<file path="config.mk">
export PLATFORM = sky130hd
export DESIGN_NAME = udma_mdio_master
export DESIGN_NICKNAME = d
export VERILOG_FILES = /design/src/rtl/udma_mdio_master.sv
export SDC_FILE = /design/constraint.sdc
export NUM_CORES = 1
export LEC_CHECK = 0
export BUFFER_PORTS_ARGS = -buffer_cell sky130_fd_sc_hd__buf_2
export CAP_MARGIN = 40
export CELL_PAD_IN_SITES_DETAIL_PLACEMENT = 1
export CELL_PAD_IN_SITES_GLOBAL_PLACEMENT = 2
export CORE_ASPECT_RATIO = 2
export CORE_MARGIN = 1.5
export CORE_UTILIZATION = 33
export CTS_CLUSTER_DIAMETER = 30
export DETAILED_ROUTE_END_ITERATION = 8
export PLACE_DENSITY_LB_ADDON = 0.1
export SYNTH_ARGS = -nofsm -noshare
export SYNTH_HDL_FRONTEND = slang
export SYNTH_SLANG_ARGS = --single-unit
</file>
<file path="constraint.sdc">
create_clock -name clk_i -period 3.02 [get_ports clk_i]
set_input_delay 0.906 -clock clk_i [delete_from_list [all_inputs] [get_ports clk_i]]
set_output_delay 0.906 -clock clk_i [all_outputs]
set_load 0.1 [all_outputs]
</file>
<file path="src/rtl/udma_mdio_master.sv">
// ============================================================================
// Module      : udma_mdio_master
// Description : MDIO (Clause 22 / Clause 45) management frame master with a
//               programmable MDC divider. Optional turnaround check enabled by
//               defining UDMA_MDIO_TA_CHECK_EN.
// Revision    : 1.0 - initial release
// ============================================================================
`default_nettype none

module udma_mdio_master #(
    parameter int DIV_W   = 8,
    parameter int PRE_LEN = 32
) (
    input  logic             clk_i,
    input  logic             rst_i,
    input  logic [DIV_W-1:0] clk_div_i,
    input  logic             req_valid_i,
    output logic             req_ready_o,
    input  logic             req_c45_i,
    input  logic [1:0]       req_op_i,
    input  logic             req_pre_sup_i,
    input  logic [4:0]       req_phy_i,
    input  logic [4:0]       req_reg_i,
    input  logic [15:0]      req_data_i,
    output logic             rsp_valid_o,
    output logic [15:0]      rd_data_o,
    output logic             err_o,
    output logic             mdc_o,
    output logic             mdo_o,
    output logic             md_oen_o,
    input  logic             mdi_i,
    output logic             busy_o
);

    typedef enum logic [2:0] {
        S_IDLE = 3'd0,
        S_PRE  = 3'd1,
        S_HDR  = 3'd2,
        S_TA   = 3'd3,
        S_DATA = 3'd4,
        S_DONE = 3'd5
    } state_t;

    localparam logic [5:0] c_pre_last = 6'(PRE_LEN - 1);

    state_t           r_state;
    logic [DIV_W-1:0] r_div;
    logic [DIV_W-1:0] r_cnt;
    logic [5:0]       r_bit;
    logic [15:0]      r_sr;
    logic [15:0]      r_data;
    logic [15:0]      r_rx;
    logic             r_read;

    logic             w_active;
    logic             w_half_end;
    logic             w_bit_end;
    logic             w_sample;
    logic [13:0]      w_hdr;
    logic [DIV_W-1:0] w_div_eff;

    assign w_active   = (r_state == S_PRE) || (r_state == S_HDR) ||
                        (r_state == S_TA)  || (r_state == S_DATA);
    assign w_half_end = (r_cnt == r_div);
    assign w_bit_end  = w_active && mdc_o && w_half_end;
    // PHY data is taken at the end of the first MDC-high cycle
    assign w_sample   = w_active && mdc_o && (r_cnt == '0);
    assign w_hdr      = {1'b0, ~req_c45_i, req_op_i, req_phy_i, req_reg_i};
    assign w_div_eff  = (clk_div_i == '0) ? DIV_W'(1) : clk_div_i;

    always_ff @(posedge clk_i) begin
        if (rst_i) begin
            r_state     <= S_IDLE;
            mdc_o       <= 1'b0;
            mdo_o       <= 1'b1;
            md_oen_o    <= 1'b0;
            req_ready_o <= 1'b0;
            rsp_valid_o <= 1'b0;
            rd_data_o   <= 16'h0000;
            busy_o      <= 1'b0;
            r_div       <= '0;
            r_cnt       <= '0;
            r_bit       <= 6'd0;
            r_sr        <= 16'h0000;
            r_data      <= 16'h0000;
            r_rx        <= 16'h0000;
            r_read      <= 1'b0;
        end else begin
            rsp_valid_o <= 1'b0;
            if (w_active) begin
                if (w_half_end) begin
                    r_cnt <= '0;
                    mdc_o <= ~mdc_o;
                end else begin
                    r_cnt <= r_cnt + DIV_W'(1);
                end
                if (w_sample && (r_state == S_DATA)) begin
                    r_rx <= {r_rx[14:0], mdi_i};
                end
            end

            case (r_state)
                S_IDLE: begin
                    req_ready_o <= 1'b1;
                    busy_o      <= 1'b0;
                    mdc_o       <= 1'b0;
                    md_oen_o    <= 1'b0;
                    mdo_o       <= 1'b1;
                    if (req_valid_i && req_ready_o) begin
                        req_ready_o <= 1'b0;
                        busy_o      <= 1'b1;
                        md_oen_o    <= 1'b1;
                        r_div       <= w_div_eff;
                        r_cnt       <= '0;
                        r_bit       <= 6'd0;
                        r_sr        <= {w_hdr, 2'b00};
                        r_data      <= req_data_i;
                        r_read      <= req_op_i[1];
                        if (req_pre_sup_i) begin
                            r_state <= S_HDR;
                            mdo_o   <= w_hdr[13];
                        end else begin
                            r_state <= S_PRE;
                            mdo_o   <= 1'b1;
                        end
                    end
                end
                S_PRE: begin
                    if (w_bit_end) begin
                        if (r_bit == c_pre_last) begin
                            r_state <= S_HDR;
                            r_bit   <= 6'd0;
                            mdo_o   <= r_sr[15];
                        end else begin
                            r_bit <= r_bit + 6'd1;
                        end
                    end
                end
                S_HDR: begin
                    if (w_bit_end) begin
                        if (r_bit == 6'd13) begin
                            r_state  <= S_TA;
                            r_bit    <= 6'd0;
                            mdo_o    <= 1'b1;
                            md_oen_o <= ~r_read;
                        end else begin
                            r_bit <= r_bit + 6'd1;
                            r_sr  <= {r_sr[14:0], 1'b0};
                            mdo_o <= r_sr[14];
                        end
                    end
                end
                S_TA: begin
                    if (w_bit_end) begin
                        if (r_bit == 6'd0) begin
                            r_bit <= 6'd1;
                            mdo_o <= r_read;
                        end else begin
                            r_state <= S_DATA;
                            r_bit   <= 6'd0;
                            r_sr    <= r_data;
                            mdo_o   <= r_read | r_data[15];
                        end
                    end
                end
                S_DATA: begin
                    if (w_bit_end) begin
                        if (r_bit == 6'd15) begin
                            r_state     <= S_DONE;
                            mdc_o       <= 1'b0;
                            md_oen_o    <= 1'b0;
                            mdo_o       <= 1'b1;
                            rsp_valid_o <= 1'b1;
                            if (r_read) begin
                                rd_data_o <= r_rx;
                            end
                        end else begin
                            r_bit <= r_bit + 6'd1;
                            r_sr  <= {r_sr[14:0], 1'b0};
                            mdo_o <= r_read | r_sr[14];
                        end
                    end
                end
                S_DONE: begin
                    r_state     <= S_IDLE;
                    req_ready_o <= 1'b1;
                    busy_o      <= 1'b0;
                    r_cnt       <= '0;
                end
                default: begin
                    r_state <= S_IDLE;
                end
            endcase
        end
    end

`ifdef UDMA_MDIO_TA_CHECK_EN
    logic r_ta_bad;
    logic r_err;

    // A PHY that answers must pull MDIO low in the second turnaround bit
    always_ff @(posedge clk_i) begin
        if (rst_i) begin
            r_ta_bad <= 1'b0;
            r_err    <= 1'b0;
        end else begin
            if ((r_state == S_TA) && (r_bit == 6'd1) && w_sample) begin
                r_ta_bad <= mdi_i & r_read;
            end
            r_err <= (r_state == S_DATA) && w_bit_end && (r_bit == 6'd15) && r_ta_bad;
        end
    end

    assign err_o = r_err;
`else
    assign err_o = 1'b0;
`endif

endmodule

`default_nettype wire

</file>
# Yosys cells after proc, flatten, opt, wreduce, memory -nomap -nowiden
# Index checks and enable logic that the tools add are counted.
totals:
  register_bits: 96
  input_bits: 42
  out_inout_bits: 23
  word_cells: 129
classes:
  add_sub_neg: 2
  eq_ne: 20
  mux: 60
  n_bitwise: 7
  n_reduce_logical: 25
ops:
  columns: ["cell", "n"]
  rows:
  - ["two-way mux 16 bit", 7]
  - ["one-hot mux 16 bit (4 select lines)", 1]
  - ["two-way mux 6 bit", 8]
  - ["two-way mux 8 bit", 4]
  - ["one-hot mux 6 bit (5 select lines)", 1]
  - ["two-way mux 3 bit", 9]
  - ["two-way mux 1 bit", 22]
  - ["zero test 8 bit", 2]
  - ["inequality test 2 bit (second input constant)", 8]
  - ["one-hot mux 8 bit (2 select lines)", 1]
  - ["one-hot mux 3 bit (5 select lines)", 1]
  - ["equality test 6 x 4 -> 1 bit (second input constant)", 2]
  - ["AND reduction 9 bit", 1]
  - ["adder 8 x 1 -> 8 bit (second input constant)", 1]
  - ["equality test 8 bit", 1]
  - ["AND reduction 8 bit", 1]
  - ["AND reduction 7 bit", 1]
  - ["adder 6 x 1 -> 6 bit (second input constant)", 1]
  - ["equality test 3 x 2 -> 1 bit (second input constant)", 2]
  - ["equality test 3 bit (second input constant)", 2]
  - ["equality test 6 x 5 -> 1 bit (second input constant)", 1]
  - ["zero test 6 bit", 1]
  - ["inequality test 2 x 1 -> 1 bit (second input constant)", 3]
  - ["one-hot mux 1 bit (2 select lines)", 3]
  - ["other kinds (18)", 30]

# Longest topological paths before layout
depth:
  word_depth: 8
  depth_mapped: 9
  ltp_nobuf: 8

# Least setup slack after synthesis
# No wires, ideal clock.
synth_timing:
  path_type: "register -> register"
  startpoint: "register mdc_o"
  endpoint: "register r_state[1]"
  setup_ns: 0.086
  t_arrival_ns: 2.584
  required_time_ns: 2.934
  path_slack_ns: 0.350
  stages_incl_launch_ff: 6
  n_path_buf: 0
  synth_period_minus_slack_ns: 2.670
  cell_sequence: "dfxtp_1 > inv_1 > or4_4 > a2111oi_4 > o21ai_1 > a221oi_2"
synth_via:
  elab_chain_len: 4
  elab_cells_between_ends: 7
  classes_between: "eq/ne (4); reduce/logical (3)"
synth_rtl:
  columns: ["item", "line", "source"]
  rows:
  - ["start, declared", "28", "output logic mdc_o,"]
  - ["start signal, assigned", "93", "mdc_o <= ~mdc_o;"]
  - ["logical AND 1 bit (*) (2 in series)", "65", "assign w_bit_end = w_active && mdc_o && w_half_end;"]
  - ["inequality test 2 bit (no line)", null, null]
  - ["AND reduction 9 bit (no line) (*)", null, null]
  - ["end signal, assigned", "73", "r_state <= S_IDLE;"]
  - ["end signal, assigned", "120", "r_state <= S_HDR;"]
  - ["end signal, assigned", "123", "r_state <= S_PRE;"]
  - ["end, declared", "46", "state_t r_state;"]
# Every way passes the cells marked *; elsewhere a longest branch is shown, timed or not.
# A chain may end at the register's enable or synchronous reset.

# Worst setup path after layout
layout_timing:
  startpoint: "register r_bit[2]"
  endpoint: "register r_sr[2]"
layout_via:
  elab_chain_len: 3
  elab_cells_between_ends: 7
  classes_between: "eq/ne (5); reduce/logical (2)"
layout_rtl:
  columns: ["item", "line", "source"]
  rows:
  - ["start, declared", "49", "logic [5:0] r_bit;"]
  - ["start signal, assigned", "135", "r_bit <= r_bit + 6'd1;"]
  - ["start signal, assigned", "147", "r_bit <= r_bit + 6'd1;"]
  - ["start signal, assigned", "178", "r_bit <= r_bit + 6'd1;"]
  - ["equality test 6 x 4 -> 1 bit, or another cell as far along", "141", "if (r_bit == 6'd13) begin"]
  - ["inequality test 2 bit (no line)", null, null]
  - ["AND reduction 8 bit (no line) (*)", null, null]
  - ["end signal, assigned", "148", "r_sr <= {r_sr[14:0], 1'b0};"]
  - ["end signal, assigned", "161", "r_sr <= r_data;"]
  - ["end signal, assigned", "179", "r_sr <= {r_sr[14:0], 1'b0};"]
  - ["end, declared", "50", "logic [15:0] r_sr;"]
# Marks and branches as above.

==> results.yml <==
synth:
  yosys_warnings: 0
  syn-num-nets: 599
  synth-async-reset-ratio_pct: 0
  synth_top_family_by_area: "simple AND/OR/NAND/NOR gates"
  ys_seq_area_share_pct: 43.6
  synthMuxAreaShare_pct: 0.454
  synth-adder-area-share_pct: 1.42
  syn_inst: 552
  synth_edf_count: 0
  syn_avg_cell_area_um2: 7.98
  syn_area_um2: 4410
  synth-compound-area-share_pct: 22.7
  synthXorXnorAreaFrac_pct: 3.35
  yosysUniqueCellTypes: 57
  yosys.area_share.simple_pct: 22.8
  yosys_register_bits: 96
  synth_ff_type: "dfxtp_1"
worst_setup_path:
  arrival_ns: 2.74
  cpMaxStageDelayCell: "or3b_1"
  critPathRequiredTime_ns: 3.25
  cp_max_fo: 31
  cp_slowest_stage_delay_ns: 0.47
  startpoint_type: "register"
  critPathKind: "register to register"
  crit_top_cell: "a211oi_1"
  crit_chain: "or3b_1 > or2_2 > o221a_2 > nand4_1 > buf_4 > a211oi_1 > a211oi_1"
  end_kind: "register"
clock_network:
  cts_tree: "done"
  ctsResizeCount: 0
  root_buffer: "clkbuf_16"
  clock-sinks: 96
  numCtsBuffers: 9
  cts-htree-levels: 3
  path_clk_slew_ns: 0.08
  postCtsSetupRepairBufs: 0
  clk_path_buf_depth: 2
  postCtsHoldBufs: 0
  clkLatencyLatePin_ns: 0.34
floorplan:
  initial_core_util_pct: 33.9
  fp-row-count: 59
  die-area_um2: 14100
  die_w_um: 84.7
  core_um2: 13000
  boundaryPins: 65
  fp.dieH_um: 166
finish:
  seqCellArea_um2: 1920
  layout_common_cells: "134 x nand2_1, 96 x dfxtp_1, 72 x a21oi_1"
  multi_input_area_um2: 2240
  final_common_cell: "nand2_1"
  final_nets: 654
  utilization_pct: 40.0
  drive_gt1_share_pct: 17.8
  n_antenna_cell: 0
  area_growth_pct: 18.0
  finalInstanceArea_um2: 5200
  nFillCells: 1610
routing:
  wire_per_inst_um: 16.6
  routed.top_layer: "met4"
  vias: 4024
  drcViolationCount: 0
  wl_met1_mm: 5.18
  wl_met3_um: 272
  routed_wl_mm: 12.7
  dr.pass1.iters: 4
  postRouteAntennaNets: 0
  met2WireLength_mm: 7.06
  drt_iter0_drc: 99
  vias_per_cell: 5.27
placement:
  numPortBuffers: 63
  placed_cell_area_um2: 4890
  dpl_worst_slack_ns: 0.494
  gp_congestion: 0.903
  hpwl_mm: 9.12
pwr:
  power.total_w: 0.00445
  power_density_nw_per_um2: 856
  ir_drop_uv: 489
  p_leak_nw: 1.92
global_route:
  grt_pass1_wl_mm: 21.3
  overflow: 0
  grt_max_degree: 41
  grt_pass1_vias: 4220
  antenna_found_initial: 0
  grt.total_usage_pct: 18.6
sta:
  setup_viol: 0
  slew_violations: 0
  min_period_ns: 2.50
  relSlewSlack_pct: 43.4
  max_freq_ghz: 0.399
  fin_ws_ns: 0.516
  worst_pin_slew_ns: 0.846
  rsz0062_at_grt: "false"
  min_period_over_period_pct: 82.9
  fin_tns_setup_ns: 0
  hold_viol_final: 0
  fin_skew_ns: 0.0126
worst_hold_path:
  hold_path_class: "register to register"
flow_run:
  drv_cap: 0
status:
  status: "finished, final reports clean"
==> final timing paths <==
kind	start	to	slack [ns]	cells after the start
max	r_bit[2]	r_sr[2]	0.52	7
min	rd_data_o[9]	rd_data_o[9]	0.45	2
max reg2reg	r_bit[2]	r_sr[2]	0.52	7
min reg2reg	rd_data_o[9]	rd_data_o[9]	0.45	2
==> critical path: cells and delay by family, from the launching register on <==
kind	cells	cell delay, ns
compound gates	3	0.70
buf+inv	1	0.32
flops	1	0.44
simple gates	3	0.92
==> Yosys cell counts, types with 2 or more instances <==
library cell / n / area share (%)
a211oi_1: 29 / 4.9
a21oi_1: 72 / 8.2
o21ai_0: 5 / 0.57
and3_1: 3 / 0.43
o22ai_1: 3 / 0.43
xor2_1: 6 / 1.2
ha_1: 5 / 1.4
nor3_1: 11 / 1.2
nand3_1: 10 / 1.1
o22a_1: 2 / 0.40
nand2b_1: 8 / 1.1
clkbuf_1: 27 / 2.3
a32oi_1: 2 / 0.40
buf_1: 2 / 0.17
buf_4: 3 / 0.51
xnor2_1: 9 / 1.8
or4_1: 2 / 0.34
or2_2: 3 / 0.43
inv_1: 26 / 2.2
nand4_2: 2 / 0.57
nor2_1: 24 / 2.0
o32ai_1: 3 / 0.60
o21a_1: 2 / 0.34
a221oi_1: 2 / 0.40
nand4_1: 5 / 0.71
a22o_1: 12 / 2.4
o41ai_1: 4 / 0.79
or3_1: 6 / 0.85
a22oi_1: 2 / 0.34
dfxtp_1: 96 / 44
nor2b_1: 2 / 0.28
nand2_1: 134 / 11
mux2i_1: 2 / 0.45
a31oi_1: 2 / 0.28
o21ai_1: 2 / 0.23
buf_2: 3 / 0.34
==> report_power, final <==
group | total (W) | switching (W) | internal (W)
Combinational | 0.00165 | 0.00108 | 0.000572
Sequential | 0.00164 | 0.000164 | 0.00147
Clock | 0.00116 | 0.000571 | 0.000592
Total | 0.00445 | 0.00181 | 0.00264
==> registers in the layout, summed over array words and instances, names as in the netlist <==
register     count
rd_data_o       16
busy_o           1
r_cnt            8
r_bit            6
mdc_o            1
r_data          16
r_div            8
r_state          3
r_sr            16
rsp_valid_o      1
req_ready_o      1
r_rx            16
r_read           1
md_oen_o         1
mdo_o            1
==> layer usage <==
metal,up-vias,global-route usage (%)
met5,-,0
met4,0,5.75
met3,12,2.28
met2,49,34.3
met1,1939,21.9
li1,2024,-
==> cell families (layout without fill, tap and decap cells) <==
| kind of cell | after synthesis | count (layout) |
|---|---|---|
| and+or+nand+nor | 220 | 220 |
| AOI/OAI and AO/OA | 151 | 151 |
| DFF | 96 | 96 |
| buffers and inverters | 61 | 121 |
| xor gates and xnor gates | 16 | 16 |
| adders and majority gates | 5 | 5 |
| muxes | 2 | 2 |
| other | 1 | 1 |
==> layout make-up <==
type                            instances  share of cell area (%)
Timing Repair Buffer                   79                    8.37
Multi-Input combinational cell        395                    43.1
Tap cell                              152                    3.66
Clock buffer                            9                    4.33
Sequential cell                        96                    37.0
Inverter                               26                    1.88
Clock inverter                          7                    1.66
==> through the flow <==
| step | hold slack (ns) | instances |
|---|---|---|
| after global routing | 0.474 | 764 |
| after global placement | 0.439 | 748 |
| after floorplan | 0.432 | 552 |
| after detailed placement | 0.445 | 748 |
| final | 0.454 | 764 |
| after CTS | 0.461 | 764 |
(Power assumes the default switching activity.)
